--- config.mk ---
export PLATFORM = sky130hd
export DESIGN_NAME = hh_mm_timekeeper
export DESIGN_NICKNAME = d
export VERILOG_FILES = /design/src/rtl/hh_mm_timekeeper_pkg.sv /design/src/rtl/hh_mm_timekeeper_debounce.sv /design/src/rtl/hh_mm_timekeeper.sv
export SDC_FILE = /design/constraint.sdc
export NUM_CORES = 1
export LEC_CHECK = 0
export BUFFER_PORTS_ARGS = -buffer_cell sky130_fd_sc_hd__clkbuf_2
export CAP_MARGIN = 20
export CELL_PAD_IN_SITES_DETAIL_PLACEMENT = 1
export CELL_PAD_IN_SITES_GLOBAL_PLACEMENT = 1
export CORE_ASPECT_RATIO = 0.75
export CORE_UTILIZATION = 43
export CTS_CLUSTER_SIZE = 25
export DETAILED_ROUTE_END_ITERATION = 7
export GPL_TIMING_DRIVEN = 0
export PLACE_DENSITY = 0.79
export SYNTH_ARGS = -nofsm -noshare
export SYNTH_HDL_FRONTEND = slang
export SYNTH_SLANG_ARGS = --single-unit
--- constraint.sdc ---
create_clock -name CLOCK_50_I -period 1.79 [get_ports CLOCK_50_I]
set_input_delay 0.179 -clock CLOCK_50_I [delete_from_list [all_inputs] [get_ports CLOCK_50_I]]
set_output_delay 0.179 -clock CLOCK_50_I [all_outputs]
set_load 0.02 [all_outputs]
--- src/rtl/hh_mm_timekeeper_pkg.sv ---
// Shared types and BCD helpers for the hours/minutes timekeeper.
// The wrap-around increment is shared by both the minutes and hours fields.
package timekeeper_pkg;

    typedef enum logic [1:0] {
        RUN      = 2'd0,
        SET_MIN  = 2'd1,
        SET_HOUR = 2'd2
    } mode_t;

    localparam logic [7:0] MAX_MIN_BCD  = 8'h59;
    localparam logic [7:0] MAX_HOUR_BCD = 8'h23;

    // Reaching or passing the field maximum wraps to 00.
    // Any value at or above the maximum, or an invalid units digit, also
    // lands on a legal BCD result.
    function automatic logic [7:0] bcd_inc_wrap(input logic [7:0] val,
                                                input logic [7:0] max_val);
        logic [7:0] result;
        if (val >= max_val) begin
            result = 8'h00;
        end else if (val[3:0] >= 4'd9) begin
            result = {val[7:4] + 4'd1, 4'h0};
        end else begin
            result = {val[7:4], val[3:0] + 4'd1};
        end
        return result;
    endfunction

endpackage

--- src/rtl/hh_mm_timekeeper_debounce.sv ---
// Pushbutton conditioner: 2-flop synchroniser, stable-level debouncer and a
// one-cycle pulse on each accepted press (debounced level falling 1 -> 0).
module button_debounce #(
    parameter int DEBOUNCE_COUNT = 500000
) (
    input  logic CLOCK_50_I,
    input  logic resetn,
    input  logic button_n_i,
    output logic press_o
);

    localparam int CNT_W = $clog2(DEBOUNCE_COUNT + 1);
    localparam logic [CNT_W-1:0] CNT_MAX = CNT_W'(DEBOUNCE_COUNT - 1);

    logic             r_sync1;
    logic             r_sync2;
    logic             r_level;
    logic [CNT_W-1:0] r_count;
    logic             r_press;

    // The level flips only after DEBOUNCE_COUNT consecutive cycles of disagreement.
    always_ff @(posedge CLOCK_50_I or negedge resetn) begin
        if (!resetn) begin
            r_sync1 <= 1'b1;
            r_sync2 <= 1'b1;
            r_level <= 1'b1;
            r_count <= '0;
            r_press <= 1'b0;
        end else begin
            r_sync1 <= button_n_i;
            r_sync2 <= r_sync1;
            r_press <= 1'b0;
            if (r_sync2 != r_level) begin
                if (r_count == CNT_MAX) begin
                    r_level <= r_sync2;
                    r_count <= '0;
                    r_press <= ~r_sync2;
                end else begin
                    r_count <= r_count + CNT_W'(1);
                end
            end else begin
                r_count <= '0;
            end
        end
    end

    assign press_o = r_press;

endmodule

--- src/rtl/hh_mm_timekeeper.sv ---
// Minutes/hours stage fed by the seconds counter, with MODE/INC set-time
// control and a blink enable for the field currently being set.
module hh_mm_timekeeper
    import timekeeper_pkg::*;
#(
    parameter int DEBOUNCE_COUNT = 500000,
    parameter int BLINK_COUNT    = 12500000
) (
    input  logic       CLOCK_50_I,
    input  logic       resetn,
    input  logic       count_enable_i,
    input  logic [7:0] seconds_bcd_i,
    input  logic [3:0] PUSH_BUTTON_N_I,
    output logic [7:0] minutes_bcd_o,
    output logic [7:0] hours_bcd_o,
    output logic [1:0] mode_o,
    output logic       blink_o
);

    localparam int BLINK_W = $clog2(BLINK_COUNT + 1);
    localparam logic [BLINK_W-1:0] BLINK_MAX = BLINK_W'(BLINK_COUNT - 1);

    logic               w_mode_press;
    logic               w_inc_press;
    logic               w_carry;
    logic               w_unused_buttons;

    mode_t              r_mode;
    logic [7:0]         r_min;
    logic [7:0]         r_hour;
    logic               r_blink;
    logic [BLINK_W-1:0] r_blink_cnt;

    mode_t              w_mode_next;
    logic [7:0]         w_min_next;
    logic [7:0]         w_hour_next;
    logic               w_blink_next;
    logic [BLINK_W-1:0] w_blink_cnt_next;

    button_debounce #(.DEBOUNCE_COUNT(DEBOUNCE_COUNT)) u_mode_btn (
        .CLOCK_50_I (CLOCK_50_I),
        .resetn     (resetn),
        .button_n_i (PUSH_BUTTON_N_I[0]),
        .press_o    (w_mode_press)
    );

    button_debounce #(.DEBOUNCE_COUNT(DEBOUNCE_COUNT)) u_inc_btn (
        .CLOCK_50_I (CLOCK_50_I),
        .resetn     (resetn),
        .button_n_i (PUSH_BUTTON_N_I[1]),
        .press_o    (w_inc_press)
    );

    assign w_unused_buttons = &{1'b0, PUSH_BUTTON_N_I[3:2]};
    assign w_carry = count_enable_i && (seconds_bcd_i == MAX_MIN_BCD);

    always_ff @(posedge CLOCK_50_I or negedge resetn) begin
        if (!resetn) begin
            r_mode      <= RUN;
            r_min       <= 8'h00;
            r_hour      <= 8'h00;
            r_blink     <= 1'b1;
            r_blink_cnt <= '0;
        end else begin
            r_mode      <= w_mode_next;
            r_min       <= w_min_next;
            r_hour      <= w_hour_next;
            r_blink     <= w_blink_next;
            r_blink_cnt <= w_blink_cnt_next;
        end
    end

    // MODE outranks INC; in RUN a carry is applied even if MODE also fires.
    always_comb begin
        w_mode_next = r_mode;
        w_min_next  = r_min;
        w_hour_next = r_hour;
        case (r_mode)
            RUN: begin
                if (w_carry) begin
                    w_min_next = bcd_inc_wrap(r_min, MAX_MIN_BCD);
                    if (r_min == MAX_MIN_BCD) begin
                        w_hour_next = bcd_inc_wrap(r_hour, MAX_HOUR_BCD);
                    end
                end
                if (w_mode_press) begin
                    w_mode_next = SET_MIN;
                end
            end
            SET_MIN: begin
                if (w_mode_press) begin
                    w_mode_next = SET_HOUR;
                end else if (w_inc_press) begin
                    w_min_next = bcd_inc_wrap(r_min, MAX_MIN_BCD);
                end
            end
            SET_HOUR: begin
                if (w_mode_press) begin
                    w_mode_next = RUN;
                end else if (w_inc_press) begin
                    w_hour_next = bcd_inc_wrap(r_hour, MAX_HOUR_BCD);
                end
            end
            default: begin
                w_mode_next = RUN;
            end
        endcase
    end

    // Blink restarts lit whenever the mode changes and is held lit in RUN.
    always_comb begin
        w_blink_next     = r_blink;
        w_blink_cnt_next = r_blink_cnt;
        if (w_mode_next == RUN || w_mode_next != r_mode) begin
            w_blink_next     = 1'b1;
            w_blink_cnt_next = '0;
        end else if (r_blink_cnt == BLINK_MAX) begin
            w_blink_next     = ~r_blink;
            w_blink_cnt_next = '0;
        end else begin
            w_blink_cnt_next = r_blink_cnt + BLINK_W'(1);
        end
    end

    assign minutes_bcd_o = r_min;
    assign hours_bcd_o   = r_hour;
    assign mode_o        = r_mode;
    assign blink_o       = r_blink;

endmodule
==> flow_metrics.env <==
export IMPL_status="finished clean"
export IMPL_setup_tns_ps=0
export IMPL_mostFrequentLayoutCells="dfrtp_1 (79), nor2_1 (73), xor2_1 (34), nand2_1 (30), clkbuf_2 (30)"
export IMPL_ys_types=51
export IMPL_cts_made_buffers=9
export IMPL_postSynthAreaPerCell_sq_um=10.2
export IMPL_grt_pass1_vias=3325
export IMPL_drc=0
export IMPL_drt_pass1_iterations=4
export IMPL_fp_row_count=31
export IMPL_multi_input_area_sq_um=2170
export IMPL_final_cells=626
export IMPL_min_period_ps=1760
export IMPL_path_max_fanout=5
export IMPL_grt_max_degree=46
export IMPL_numClockSinks=89
export IMPL_setup_ws_ps=34.3
export IMPL_drt_iter0_markers=100
export IMPL_synth_top_flop_cell="dfrtp_1"
export IMPL_p_per_area_nw_per_um2=748
export IMPL_worstSetupPathType="register to register"
export IMPL_yosys_top_cells_area="dfrtp_1 (47%), xor2_1 (6.8%), nor2_1 (6.3%)"
export IMPL_cts_tree="done"
export IMPL_cap_viol_max_count=0
export IMPL_placedInstanceArea_sq_um=4740
export IMPL_synth_edf_count=0
export IMPL_start_kind="register"
export IMPL_max_stage_delay_ps=430
export IMPL_clockBufferDepth=2
export IMPL_fillers=1086
export IMPL_layout_nets=518
export IMPL_ir_drop_uv=455
export IMPL_end_kind="register"
export IMPL_grt_pass1_wl_mm=15.9
export IMPL_critPathBufInv=2
export IMPL_synth_nets=457
export IMPL_arrival_ps=2010
export IMPL_synthCells=429
export IMPL_max_slew_margin_pct=56.8
export IMPL_die_w_microns=119
export IMPL_dieArea_sq_um=10600
export IMPL_area_growth_pct=20.9
export IMPL_finalCritPeriodShare_pct=98.1
export IMPL_cpMaxStageDelayCell="dfrtp_2"
export IMPL_core_area_sq_um=9770
export IMPL_ioPinCount=34
export IMPL_antenna_cells=0
export IMPL_portBuffers=31
export IMPL_area_sequential_sq_um=2240
export IMPL_fin_area_sq_um=5300
export IMPL_drive_gt1_share_pct=22.9
export IMPL_synth_top_area_share_pct=46.8
export IMPL_dp_hpwl_mm=6.96
export IMPL_die_h_microns=89.4
export IMPL_layout_commonest_cell="dfrtp_1"
export IMPL_power_w=0.00397
export IMPL_yosysTopAreaCell="dfrtp_1"
export IMPL_syn_cell_area_sq_um=4380
export IMPL_start_util_pct=44.9
export IMPL_ant_nets=0
export IMPL_dpl_worst_slack_ps=-198
export IMPL_async_reset_ff_share_pct=100
export IMPL_cp_required_ps=2050
export IMPL_fmax_mhz=570
export IMPL_cp_cell_sequence="inv_2 -> ha_1 -> inv_1 -> o31ai_2 -> or3b_4 -> a211o_1 -> o22ai_1"
export IMPL_hold_viol=0
export IMPL_globalplace_congestion=0.782
export IMPL_clk_latency_ps=340
export IMPL_dp_cells=593
export IMPL_max_slew_worst_pin_slew_ps=648
export IMPL_vias=3304
export IMPL_routed_wl_mm=10.2
export IMPL_worst_hold_path_type="register to register"
export IMPL_overflow=0
export IMPL_synth_seq_area_share_pct=51.0
export IMPL_power_leakage_nw=2.33
export IMPL_path_delay_family="compound AO/OA/AOI/OAI gates"
export IMPL_setup_viol=0
export IMPL_htree_levels=3
export IMPL_clockRootBuffer="clkbuf_16"
export IMPL_antenna_found_initial=0
export IMPL_clk_pin_slew_ps=60
export IMPL_routedWlPerCell_microns=16.3
export IMPL_synth_seq_cells=89
export IMPL_drv_slew=0
export IMPL_track_usage_pct=19.6
export IMPL_drt_vias_per_instance=5.28
export IMPL_yosys_warnings=0
export IMPL_clock_skew_ps=8.44
kinds of logic (layout without fill, tap and decap cells):
| family | after synthesis | in the layout | synth area share (%) |
|---|---|---|---|
| muxes | 3 | 3 | 0.742 |
| adders and majority gates | 13 | 13 | 3.71 |
| DFF | 89 | 89 | 51.0 |
| and+or+nand+nor | 214 | 214 | 25.9 |
| AOI/OAI and AO/OA | 27 | 27 | 3.91 |
| xor gates and xnor gates | 60 | 60 | 12.0 |
| buffers and inverters | 23 | 88 | 2.71 |
layer usage:
layer / vias to the layer above / track usage (%) / wire [microns]
met3: 13 / 4.72 / 292
met4: 0 / 8.06 / 155
met1: 1675 / 24.7 / 4710
li1: 1576 / - / -
met5: - / 0 / 0
met2: 40 / 33.2 / 5060
cell type report:
class / count / area share (%)
sequential: 89 / 42.2
clock buffer: 12 / 4.84
buffer: 6 / 1.01
timing repair buffer: 53 / 6.61
clock inverter: 3 / 0.330
inverter: 14 / 0.991
tap: 132 / 3.11
multi-input combinational: 317 / 40.9
registers in the layout, summed over array words and instances (netlist names):
name and count:
u_inc_btn.r_sync2 1, r_blink_cnt 24, hours_bcd_o 8, mode_o 2, u_mode_btn.r_sync2 1, u_inc_btn.press_o 1
u_mode_btn.r_level 1, u_inc_btn.r_count 19, u_mode_btn.r_count 19, u_inc_btn.r_level 1, minutes_bcd_o 8, u_inc_btn.r_sync1 1
u_mode_btn.r_sync1 1, u_mode_btn.press_o 1, blink_o 1
timing repair:
action                                 in CTS  in global routing
setup endpoints to repair                  59                 54
buffers inserted                            6                 12
cloned                                      0                  0
hold buffers                                3                  0
gates resized for setup                    16                 14
pin swaps                                   1                 12
endpoints found under the hold margin      40                  0
power by group:
group / switching [W] / internal (W) / total (W)
sequential: 0.0000203 / 0.00203 / 0.00205
combinational: 0.0000873 / 0.0000565 / 0.000144
clock: 0.000765 / 0.00100 / 0.00177
total: 0.000872 / 0.00309 / 0.00397
Yosys cell counts, types with 3 or more instances:
library cell and count:
nand3_1 26, nand4b_1 3, inv_1 14, and2_1 4, nand3b_1 3, xor2_1 34
o21ai_0 10, nor3b_1 5, nor2b_1 7, nand4_1 11, xnor2_1 26, nor4_1 4
nor3_1 9, a21oi_1 5, dfrtp_1 82, dfstp_2 7, ha_1 13, nand2_1 31
buf_6 3, nor2_1 74, and3_1 11, or3_1 3, and4_1 5
metrics by stage:
| stage | utilization [%] | hold WS (ps) |
|---|---|---|
| 3_5_place_dp | 48.5 | 261 |
| 3_3_place_gp | 48.2 | 267 |
| 6_report | 54.2 | 356 |
| 2_1_floorplan | - | -117 |
| 4_1_cts | 52.8 | 359 |
| 5_1_grt | 54.2 | 362 |
worst paths after layout:
kind,start,endpoint,slack [ps],cells after the start
hold / removal,u_mode_btn.r_sync1$_DFF_PN1_,u_mode_btn.r_sync2$_DFF_PN1_,360,0
setup reg to reg,minutes_bcd_o[0]$_DFFE_PN0P_,minutes_bcd_o[5]$_DFFE_PN0P_,30,7
setup / recovery,minutes_bcd_o[0]$_DFFE_PN0P_,minutes_bcd_o[5]$_DFFE_PN0P_,30,7
min in group asynchronous,resetn,u_mode_btn.r_count[9]$_DFF_PN0_,410,2
max in group asynchronous,resetn,blink_o$_DFFE_PN1P_,680,3
hold reg to reg,u_mode_btn.r_sync1$_DFF_PN1_,u_mode_btn.r_sync2$_DFF_PN1_,360,0
Power figures use the tool's default switching activity.
